File: src/rtl/inst_fetcher.sv
// Instruction fetch front-end: holds the PC, runs the memory fetch handshake, applies
// static next-PC prediction and hands one word at a time to the Issue queue.
module inst_fetcher #(
  parameter logic [31:0] RESET_PC      = 32'h0,
  parameter bit          PREDICT_TAKEN = 1'b1
) (
  input  logic        clk_in,
  input  logic        rst_in,
  input  logic        rdy_in,
  input  logic        _clear,
  input  logic [31:0] _clear_pc,
  input  logic        _need_inst,
  output logic [31:0] _inst_out,
  output logic        _inst_ready_out,
  output logic [31:0] _inst_addr_out,
  output logic        _mem_req,
  output logic [31:0] _mem_addr,
  input  logic [31:0] _mem_data,
  input  logic        _mem_done
);
  typedef enum logic [1:0] {REQ, WAIT, HOLD, STALL} state_t;

  state_t      state;
  logic [31:0] pc;
  logic [31:0] hold_buf;
  logic        discard;

  logic [31:0] dlv_word;
  logic [31:0] imm_j;
  logic [31:0] imm_b;
  logic [31:0] next_pc;
  logic        next_stall;
  logic        deliver;

  // Next PC is decoded from whichever word is being handed over this cycle.
  always_comb begin
    dlv_word   = (state == HOLD) ? hold_buf : _mem_data;
    imm_j      = {{11{dlv_word[31]}}, dlv_word[31], dlv_word[19:12], dlv_word[20],
                  dlv_word[30:21], 1'b0};
    imm_b      = {{19{dlv_word[31]}}, dlv_word[31], dlv_word[7], dlv_word[30:25],
                  dlv_word[11:8], 1'b0};
    next_pc    = pc + 32'd4;
    next_stall = 1'b0;
    case (dlv_word[6:0])
      7'b1101111: next_pc = pc + imm_j;
      7'b1100011: if (PREDICT_TAKEN) next_pc = pc + imm_b;
      7'b1100111: begin
        next_pc    = pc;
        next_stall = 1'b1;
      end
      default: ;
    endcase
    deliver = _need_inst &&
              ((state == WAIT && _mem_done && !discard) || state == HOLD);
  end

  always_ff @(posedge clk_in or posedge rst_in) begin
    if (rst_in) begin
      state           <= REQ;
      pc              <= RESET_PC;
      hold_buf        <= '0;
      discard         <= 1'b0;
      _mem_req        <= 1'b0;
      _mem_addr       <= '0;
      _inst_out       <= '0;
      _inst_addr_out  <= '0;
      _inst_ready_out <= 1'b0;
    end else begin
      _inst_ready_out <= 1'b0;
      if (rdy_in) begin
        if (_clear) begin
          pc <= _clear_pc;
          // An unanswered request must still be drained; its word is dropped later.
          if (state == WAIT && !_mem_done) begin
            discard <= 1'b1;
          end else begin
            discard  <= 1'b0;
            _mem_req <= 1'b0;
            state    <= REQ;
          end
        end else if (deliver) begin
          _inst_out       <= dlv_word;
          _inst_addr_out  <= pc;
          _inst_ready_out <= 1'b1;
          pc              <= next_pc;
          _mem_req        <= 1'b0;
          state           <= next_stall ? STALL : REQ;
        end else begin
          case (state)
            REQ: begin
              _mem_req  <= 1'b1;
              _mem_addr <= pc;
              state     <= WAIT;
            end
            WAIT: begin
              if (_mem_done) begin
                _mem_req <= 1'b0;
                discard  <= 1'b0;
                if (discard) begin
                  state <= REQ;
                end else begin
                  hold_buf <= _mem_data;
                  state    <= HOLD;
                end
              end
            end
            default: ;
          endcase
        end
      end
    end
  end

endmodule

File: config.mk
export PLATFORM = sky130hd
export DESIGN_NAME = inst_fetcher
export DESIGN_NICKNAME = d
export VERILOG_FILES = /design/src/rtl/inst_fetcher.sv
export SDC_FILE = /design/constraint.sdc
export NUM_CORES = 1
export LEC_CHECK = 0
export CAP_MARGIN = 40
export CORE_MARGIN = 2
export CORE_UTILIZATION = 55
export DETAILED_ROUTE_END_ITERATION = 8
export PLACE_DENSITY = 0.83
export RECOVER_POWER = 25
export SYNTH_ARGS = -nofsm -noshare
export SYNTH_HDL_FRONTEND = slang
export SYNTH_SLANG_ARGS = --single-unit
File: constraint.sdc
create_clock -name clk_in -period 14.7 [get_ports clk_in]
set_input_delay 2.94 -clock clk_in [delete_from_list [all_inputs] [get_ports clk_in]]
set_output_delay 2.94 -clock clk_in [all_outputs]
set_load 0.005 [all_outputs]
==> summary.md <==
| Metric | Value |
|---|---|
| Hold-fix buffers, CTS | `0` |
| Post-route ant nets | `0` |
| Drt via density | `roughly 6.0` |
| Worst min path class | `flip-flop to flip-flop` |
| Biggest cell delay along the critical path | `1.81 ns` |
| Total power | `1.799 mW` |
| CP top delay family | `buffers and inverters` |
| Power Density | `between 150 and 200 nW/um^2` |
| DRC errors left | `0` |
| Clock slew at reported path FFs | `0.07 ns` |
| Area of the multi-input gates | `slightly above 5000 sq um` |
| Reg power frac | `40.0%` |
| Main area contributors after synthesis | `dfrtp_1, mux2_2, nand2_1` |
| Setup Crit Path Kind | `input port to flip-flop` |
| Final TNS setup | `0 ns` |
| Asr flop ratio synth | `100.0%` |
| H-tree levels | `4` |
| Yosys cell types | `69` |
| Post-cts resize count | `0` |
| Critical-path cell list | `buf_2 > clkbuf_1 > inv_1 > nand2_1 > or2_2 > buf_4 > inv_1 > buf_4 > nand2_1 > nand2_1` |
| Die W | `around 140 um` |
| Switching share of power | `approximately a third` |
| Synth Flop Type | `dfrtp_1` |
| Most frequent cells in the layout | `nand2_1, dfrtp_1, clkdlybuf4s50_1, mux2_2, o21ai_0` |
| Cells after synthesis | `992` |
| Drt first pass iters | `5` |
| Postcts setup bufs | `0` |
| Synth top area share | `a little over two fifths` |
| CTS Buffer Depth | `2` |
| Slew Limit Fails | `roughly 150` |
| WL/cell | `approximately 19 um` |
| Least-Margin Pin Slew | `2.589 ns` |
| Post-Syn Area | `~9500 sq um` |
| CP Launch Type | `input port` |
| Die Height | `between 100 and 150 um` |
| Num Clock Sinks | `165` |
| Initial DRC count | `about 740` |
| Leak pwr | `~5.4 nW` |
| Commonest non-fill, non-tap cell in the layout | `nand2_1` |
| Initial antenna violation count | `1` |
| CTS tree | `done` |
| CP max FO | `69` |
| CP max stage cell | `clkbuf_1` |
| Register area | `slightly above 4000 sq um` |
| #FFs+latches synth | `about 170` |
| Endpoints failing hold | `0` |
| Gr usage total | `between 20% and 30%` |
| CTS buffer count | `17` |
| Port bufs | `~170` |
| Power share of the combinational group | `between 30% and 40%` |
| Setup crit end kind | `flip-flop` |
| Post-layout util | `71.09%` |
| Int Pwr | `approximately 1.2 mW` |
| Clock share of power | `about a quarter` |
| DIE AREA | `roughly 18000 sq um` |
| Hpwl dp | `roughly 19 mm` |
| Number of synthesized flops with an enable pin | `0` |
| Fillers | `about 1.3k` |
| Clock Skew | `0.01010 ns` |
| Register area share after synthesis | `between 40% and 50%` |
| Root Buffer | `clkbuf_16` |
| Final WL | `between 20 and 30 mm` |
| Largest net degree at the start of global routing | `70` |
| Failing checks | `max-capacitance violations, max-slew violations` |
| RSZ-0062 raised after global routing | `no` |
| Setup violators final | `0` |
| Row count | `47` |
| Placer Congestion | `0.9322` |
| Most used cell along the critical path | `nand2_1` |
| Status | `finished with violations` |
| Max-cap violations | `3` |
| Maximum vdd drop | `between 0.0001 and 0.00015 V` |
| Period utilisation layout | `between 50% and 60%` |
| CORE AREA | `roughly 17000 sq um` |
| Dpl ws | `between 6 and 7 ns` |
| Crit path DAT | `7.93 ns` |
| Fin nets | `between 1k and 1.5k` |
| Fraction of layout cells with a size suffix above 1 | `12.13%` |
| First-pass GRT wire length | `~42 mm` |
| Worst Path Buf+Inv | `6` |
| Net Switching | `between 0.5 and 0.6 mW` |
| Synth Net Count | `~1.1k` |
| Ys Warns | `0` |
| Max Freq | `131.5 MHz` |
| Vias post-DR | `8156` |
| Max-Slew Margin vs Limit | `-72.62%` |
| Final setup margin | `between 7 and 8 ns` |
| IO Pins | `between 150 and 200` |
| P&R area growth vs syn | `25.55%` |
| Vias in the first global route | `slightly below 8k` |
| Grt total ovfl | `0` |
| Yosys top cell by area | `dfrtp_1` |
| Clk Latency, worst-skew pair | `approximately 0.43 ns` |
| Fin crit period | `7.607 ns` |
| Syn_area_per_cell | `9.533 sq um` |
| Starting Density | `~57%` |
| Worst endpoint required time | `15.02 ns` |
==> state kept, by name, summed over array words and instances, names as in the netlist, 2 cells and up <==
| name | cells |
|---|---|
| pc | 32 |
| state | 2 |
| _inst_addr_out | 32 |
| hold_buf | 32 |
| _inst_out | 32 |
| _mem_addr | 32 |
==> per-stage QoR <==
| step | instances | area [sq um] | hold WS [ns] |
|---|---|---|---|
| 6_report | 1367 | 11870 | 0.4705 |
| 5_1_grt | 1367 | 11870 | 0.4965 |
| 4_1_cts | 1366 | 11910 | 0.4789 |
| 3_5_place_dp | 1334 | 11330 | 0.4634 |
| 3_3_place_gp | 1330 | 11250 | 0.4571 |
| 2_1_floorplan | 992 | 9457 | 0.4496 |
==> synth_stat cells (3+ instances only) <==
cell type,n
nand2_1,202
a31oi_1,7
clkbuf_1,39
buf_1,11
xnor2_1,31
o21a_1,6
nor2_1,39
dfrtp_1,165
o41ai_1,3
o21ai_0,66
a21o_1,11
a211oi_1,11
nor2b_1,7
or2_2,4
xor2_1,19
and2_1,3
a21oi_1,61
nor3_1,12
and4_1,7
mux4_2,5
and3_1,13
nand2b_1,8
o211ai_1,10
nand3_1,27
mux2_2,72
o21ai_1,8
ha_1,33
inv_1,12
o21bai_1,8
mux2i_1,26
o31ai_1,5
nand4_1,8
buf_2,6
==> worst register-to-register path, cell delays in order (launching register included) <==
cell and delay, ns:
dfrtp_1 0.46, nand2b_2 0.17, buf_4 0.53, mux2i_2 0.44, nand2_1 0.48, mux4_2 0.43, ha_1 0.24, fa_1 0.45
a211oi_2 0.30, nor3_1 0.11, or4_4 0.53, a31o_4 0.26, a21o_4 0.23, a21oi_2 0.13, xor2_1 0.17, o21ai_1 0.09
a221o_1 0.34
==> kinds of logic after synthesis <==
group	share of synthesized area [%]
adder cells (fa/ha/maj)	4.578
buffers and inverters	3.030
XOR/XNOR	4.631
AND/OR/NAND/NOR	16.17
multiplexers	12.66
AO/OA/AOI/OAI	15.27
flip-flops	43.66
==> final cells by class <==
cell class	count	area share [%]
Multi-Input combinational cell	756	42.58
Sequential cell	165	34.78
Timing Repair Buffer	181	15.06
Clock buffer	20	3.847
Tap cell	220	2.318
Clock inverter	12	1.012
Inverter	12	0.3899
Antenna cell	1	0.02108
==> power by group through the flow <==
| stage | Combinational [mW] | Sequential, mW | Clock (mW) |
|---|---|---|---|
| 2_1_floorplan | 0.336 | 0.697 | 0 |
| 3_5_place_dp | 0.640 | 0.724 | 0 |
| 6_report | 0.639 | 0.720 | 0.440 |
| 4_1_cts | 0.646 | 0.718 | 0.441 |
| 5_1_grt | 0.703 | 0.738 | 0.461 |
| 3_3_place_gp | 0.622 | 0.716 | 0 |
==> final timing paths <==
path / start / to / slack, ns / depth (start not counted)
min in group asynchronous: rst_in / _inst_addr_out[3]$_DFFE_PP0P_ / 3.50 / 2
min: _inst_addr_out[28]$_DFFE_PP0P_ / _inst_addr_out[28]$_DFFE_PP0P_ / 0.47 / 2
min reg2reg: _inst_addr_out[28]$_DFFE_PP0P_ / _inst_addr_out[28]$_DFFE_PP0P_ / 0.47 / 2
max in group asynchronous: rst_in / _inst_out[18]$_DFFE_PP0P_ / 7.89 / 5
max: _clear / _inst_addr_out[17]$_DFFE_PP0P_ / 7.09 / 10
max reg2reg: state[0]$_DFFE_PP0P_ / pc[19]$_DFFE_PP0P_ / 9.21 / 16
==> routing by layer <==
metal / part of all wire [%] / wire length [um] / global-route usage, %
met1: 44 / 11330 / 40.89
met2: 47 / 12300 / 46.22
met3: 7.3 / 1889 / 5.931
met4: 1.7 / 435 / 8.681
met5: 0 / 0 / 0
No activity file was read; power rests on OpenSTA's default activity.
